[config.mk]
export PLATFORM = sky130hd
export DESIGN_NAME = i2s_transmit_24
export DESIGN_NICKNAME = d
export VERILOG_FILES = /design/src/rtl/i2s_transmit_24.sv
export SDC_FILE = /design/constraint.sdc
export NUM_CORES = 1
export LEC_CHECK = 0
export ABC_AREA = 1
export CELL_PAD_IN_SITES_DETAIL_PLACEMENT = 2
export CELL_PAD_IN_SITES_GLOBAL_PLACEMENT = 2
export CORE_MARGIN = 5
export CORE_UTILIZATION = 28
export CTS_CLUSTER_SIZE = 12
export DETAILED_ROUTE_END_ITERATION = 7
export HOLD_SLACK_MARGIN = 0.05
export PLACE_DENSITY_LB_ADDON = 0.1
export SLEW_MARGIN = 5
export SYNTH_ARGS = -nofsm -noshare
export SYNTH_HDL_FRONTEND = slang
export SYNTH_SLANG_ARGS = --single-unit
[constraint.sdc]
create_clock -name clk_i -period 1.5 [get_ports clk_i]
set_input_delay 0.3 -clock clk_i [delete_from_list [all_inputs] [get_ports clk_i]]
set_output_delay 0.3 -clock clk_i [all_outputs]
set_load 0.01 [all_outputs]
[src/rtl/i2s_transmit_24.sv]
// I2S (Philips) serial transmitter: accepts stereo sample pairs over valid/ready
// and shifts them MSB-first onto sd_o, one SCK after each WS edge.
module i2s_transmit_24 #(
    parameter int DATA_WIDTH = 24,
    parameter int SLOT_WIDTH = 32
) (
    input  logic                  clk_i,
    input  logic                  rst_i,
    input  logic                  sck_i,
    input  logic                  ws_i,
    input  logic [DATA_WIDTH-1:0] left_i,
    input  logic [DATA_WIDTH-1:0] right_i,
    input  logic                  valid_i,
    output logic                  ready_o,
    output logic                  sd_o,
    output logic                  frame_start_o,
    output logic                  underrun_o,
    output logic [15:0]           underrun_count_o
);

    localparam int PAIR_W = 2 * DATA_WIDTH;
    localparam int CNT_W  = $clog2(SLOT_WIDTH + 1);
    localparam logic [CNT_W-1:0] CNT_MAX = CNT_W'(DATA_WIDTH);

    logic                  sck_q, sck_d;
    logic                  ws_last_q, ws_last_d;
    logic                  synced_q, synced_d;
    logic                  hold_full_q, hold_full_d;
    logic [PAIR_W-1:0]     hold_q, hold_d;
    logic [PAIR_W-1:0]     active_q, active_d;
    logic [DATA_WIDTH-1:0] shift_q, shift_d;
    logic [CNT_W-1:0]      bit_cnt_q, bit_cnt_d;
    logic                  sd_q, sd_d;
    logic                  frame_start_q, frame_start_d;
    logic                  underrun_q, underrun_d;
    logic [15:0]           ucnt_q, ucnt_d;

    logic fe_s, ws_fall_s, ws_rise_s;

    assign fe_s      = sck_q & ~sck_i;
    assign ws_fall_s = fe_s & ws_last_q & ~ws_i;
    assign ws_rise_s = fe_s & ~ws_last_q & ws_i;

    assign ready_o          = ~hold_full_q;
    assign sd_o             = sd_q;
    assign frame_start_o    = frame_start_q;
    assign underrun_o       = underrun_q;
    assign underrun_count_o = ucnt_q;

    // Holding register: filled by the handshake, drained by every frame load
    always_comb begin
        if (ws_fall_s) begin
            hold_d      = hold_q;
            hold_full_d = 1'b0;
        end else if (valid_i && !hold_full_q) begin
            hold_d      = {left_i, right_i};
            hold_full_d = 1'b1;
        end else begin
            hold_d      = hold_q;
            hold_full_d = hold_full_q;
        end
    end

    // Frame load, slot reload and serial shifting, all qualified by SCK falling events
    always_comb begin
        sck_d         = sck_i;
        synced_d      = synced_q;
        active_d      = active_q;
        shift_d       = shift_q;
        bit_cnt_d     = bit_cnt_q;
        sd_d          = sd_q;
        frame_start_d = 1'b0;
        underrun_d    = 1'b0;
        ucnt_d        = ucnt_q;

        if (fe_s) begin
            ws_last_d = ws_i;
        end else begin
            ws_last_d = ws_last_q;
        end

        if (ws_fall_s) begin
            synced_d      = 1'b1;
            frame_start_d = 1'b1;
            if (hold_full_q) begin
                active_d = hold_q;
            end else if (valid_i) begin
                // Empty holding register: the offered pair goes straight on air
                active_d = {left_i, right_i};
            end else begin
                active_d   = {PAIR_W{1'b0}};
                underrun_d = 1'b1;
                if (ucnt_q != 16'hFFFF) begin
                    ucnt_d = ucnt_q + 16'd1;
                end else begin
                    ucnt_d = ucnt_q;
                end
            end
            shift_d   = active_d[PAIR_W-1:DATA_WIDTH];
            bit_cnt_d = {CNT_W{1'b0}};
        end else if (ws_rise_s && synced_q) begin
            shift_d   = active_q[DATA_WIDTH-1:0];
            bit_cnt_d = {CNT_W{1'b0}};
        end else if (fe_s && synced_q) begin
            if (bit_cnt_q < CNT_MAX) begin
                sd_d      = shift_q[DATA_WIDTH-1];
                shift_d   = {shift_q[DATA_WIDTH-2:0], 1'b0};
                bit_cnt_d = bit_cnt_q + CNT_W'(1'b1);
            end else begin
                sd_d      = 1'b0;
                bit_cnt_d = CNT_MAX;
            end
        end else begin
            shift_d = shift_q;
        end
    end

    // State registers with synchronous reset
    always_ff @(posedge clk_i) begin
        if (rst_i) begin
            sck_q         <= 1'b0;
            ws_last_q     <= 1'b0;
            synced_q      <= 1'b0;
            hold_full_q   <= 1'b0;
            hold_q        <= {PAIR_W{1'b0}};
            active_q      <= {PAIR_W{1'b0}};
            shift_q       <= {DATA_WIDTH{1'b0}};
            bit_cnt_q     <= {CNT_W{1'b0}};
            sd_q          <= 1'b0;
            frame_start_q <= 1'b0;
            underrun_q    <= 1'b0;
            ucnt_q        <= 16'd0;
        end else begin
            sck_q         <= sck_d;
            ws_last_q     <= ws_last_d;
            synced_q      <= synced_d;
            hold_full_q   <= hold_full_d;
            hold_q        <= hold_d;
            active_q      <= active_d;
            shift_q       <= shift_d;
            bit_cnt_q     <= bit_cnt_d;
            sd_q          <= sd_d;
            frame_start_q <= frame_start_d;
            underrun_q    <= underrun_d;
            ucnt_q        <= ucnt_d;
        end
    end

endmodule

==> results.txt <==
Worst Clk Skew: 8.94 ps
Critical Path Stages: 8
RD Place Congestion: 0.741
RR Startpoint: underrun_count_o[4]
Share of cells above drive strength 1: 20.7%
Synth unique cells: 28
Final Hold Violating Endpoints: 0
Final core utilization: 41.9%
Crit Path Max Fanout: 4
CP Launch Point: underrun_count_o[4]
Period utilization: 110%
Vias per cell: 5.04
Die height: 151 µm
Mean Syn Cell Area: 7.15 µm²
Detailed Place HPWL: 14.5 mm
Max Clk Rate: 0.607 GHz
Clock Tree Buf Depth: 2
Vias: 5948
Overall routed net length: 23.8 mm
Clk sink count: 125
Grt ovf: 0
Post-Syn Area: 5590 µm²
Most frequent cells in the layout: 153 x nand2_1, 125 x nor2_1, 110 x dfxtp_1, 88 x o21ai_0, 51 x buf_4
Pre-CTS WS: -471 ps
Worst R2R Path Depth: 8
Worst-Margin Slew: 465 ps
Power Total: 8.80 mW
Seq cells post-synth: 125
Max-slew violation count: 0
Final setup violation count: 29
DRT iter0 DRCs: 255
Layout filler cell count: 2255
Initial antenna violation count: 0
Final worst slack: -148 ps
Critical path type: register to register
Pwr Density: 1080 nW/µm²
CTS root buffer: clkbuf_16
P_leak: 3.28 nW
Tmin final: 1650 ps
Total core area: 19500 µm²
CP delay by family, top: simple AND/OR/NAND/NOR gates
Post-synthesis net count: 837
Crit path top cell by count: nand2_1
HP Start: sck_i
Post-Syn Instances: 782
Synthesis-to-finish area growth: 46.3%
Initial Util: 28.6%
Type of origin of the critical path: register
Hold path depth: 3
Post-CTS Hold Fix Bufs: 0
Worst Setup End Kind: register
Slowest CP cell: dfxtp_1
Wire per inst: 20.2 µm
Nets: 956
Flop-to-flop setup slack: -150 ps
Row cnt: 51
Placed cell areas: 7040 µm²
I/O pin cnt: 73
Failing checks: setup timing
Unrepaired setup endpoints after global routing: true
Critical Path AT: 1940 ps
Latest clock arrival within the worst-skew pair: 420 ps
Peak supply drop: 0.767 mV
Cts bufs inserted: 17
Number of antenna-violating nets in the routed design: 0
H-tree depth: 4
Port buffer count: 72
Synth warn: 0
Commonest non-fill, non-tap cell in the layout: nand2_1
Worst-path cell chain: buf_4 -> nand2_1 -> nor2_2 -> nand2_2 -> o21ai_0 -> nand2_1 -> nand2_4 -> a21oi_2
Vias in the first global route: 6491
Gr usage total: 19.5%
Max-capacitance violation count: 0
Worst min path class: primary input to register
Fin area: 8180 µm²
Largest net degree at the start of global routing: 32
CP bufs+invs: 1
Required @ worst endpoint: 1790 ps
Clock transition at path regs: 60 ps
Outcome: finished with violations
Antenna fix cells: 0
Crit-path max cell delay: 380 ps
Die Area: 22900 µm²
CTS tree: built
Worst rel slew slack: 69.0%
Die Width: 151 µm
Global-route wire length before repair: 34.9 mm
Sequential share of the synthesized area: 44.8%
DRC: 0
DR pass1 iterations: 5
[power by group]
| part | switching (mW) | total [mW] | internal (mW) |
|---|---|---|---|
| clock network | 1.59 | 4.51 | 2.91 |
| registers | 0.0652 | 3.50 | 3.43 |
| logic | 0.445 | 0.798 | 0.354 |
| total | 2.10 | 8.80 | 6.70 |
[routing by layer]
metal / part of all wire, % / global-route usage, % / vias up
li1: - / - / 2843
met1: 45 / 26.1 / 2945
met2: 48 / 32.0 / 120
met3: 4.3 / 3.41 / 40
met4: 2.5 / 6.30 / 0
met5: 0 / 0 / -
[worst reg2reg max path: cells and delay by family, from the launching register on]
family | cells | cell delay (ps)
AO/OA/AOI/OAI | 2 | 300
buffers and inverters | 1 | 170
AND/OR/NAND/NOR | 5 | 670
flip-flops | 1 | 380
[per-stage QoR]
stage	hold slack, ps	setup TNS (ps)	std cells
final	197	-1710	1179
after global routing	191	-4160	1179
after CTS	462	-19.8	1166
after detailed placement	447	-42670	1129
after global placement	443	-37560	1129
after floorplan	378	0	782
[registers in the layout, indices dropped and copies added (netlist names)]
| register | count |
|---|---|
| hold_q | 48 |
| hold_full_q | 1 |
| sck_q | 1 |
| underrun_count_o | 16 |
| bit_cnt_q | 6 |
| frame_start_o | 1 |
| ws_last_q | 1 |
| shift_q | 24 |
| active_q | 24 |
| underrun_o | 1 |
| sd_o | 1 |
| synced_q | 1 |
[cell families (layout without fill, tap and decap cells)]
kind of cell / count (synthesis) / count (layout) / synth area share (%)
simple gates: 374 / 375 / 27.8
compound gates: 195 / 195 / 19.7
flops: 125 / 125 / 44.8
buf+inv: 79 / 210 / 6.22
xor+xnor: 7 / 7 / 1.10
fa+ha+maj: 2 / 2 / 0.448
[path summary, 6_finish.rpt]
check                                            end
worst max-delay path            underrun_count_o[15]
worst min-delay path                           sck_q
worst max register to register  underrun_count_o[15]
worst min register to register          active_q[10]
[final cells by class]
class	count	area (µm²)	share of cell area, %
Timing Repair Buffer	149	1560	19.0
Clock inverter	10	161	1.97
Sequential cell	125	2530	30.9
Tap cell	265	332	4.06
Multi-Input combinational cell	579	3010	36.8
Clock buffer	22	474	5.80
Inverter	29	111	1.36
[Yosys cell counts]
cell type | count | area share [%]
xnor2_1 | 3 | 0.47
xor2_1 | 4 | 0.63
a21oi_1 | 41 | 3.7
nor2_2 | 5 | 0.56
clkbuf_2 | 1 | 0.089
clkinv_1 | 1 | 0.067
a22oi_1 | 48 | 6.4
buf_2 | 13 | 1.2
nand3_2 | 2 | 0.36
o22ai_1 | 1 | 0.11
nand4_1 | 6 | 0.67
o21ai_1 | 4 | 0.36
ha_1 | 2 | 0.45
nor3_4 | 1 | 0.29
o21ai_0 | 100 | 9.0
a211oi_1 | 1 | 0.13
buf_4 | 9 | 1.2
nor3_1 | 3 | 0.27
nor2_1 | 136 | 9.1
dfxtp_1 | 125 | 45
nand2_1 | 167 | 11
nand3_1 | 47 | 4.2
nand2_2 | 4 | 0.45
clkbuf_1 | 25 | 1.7
inv_1 | 22 | 1.5
buf_1 | 2 | 0.13
nor2_4 | 3 | 0.60
inv_2 | 6 | 0.40
[what timing repair did]
item                       CTS  global route
pin swaps                    7            25
gates resized for setup     44            87
setup endpoints to repair   40           100
setup buffers                4            11
cloned                       1             2
(Power assumes the default switching activity.)
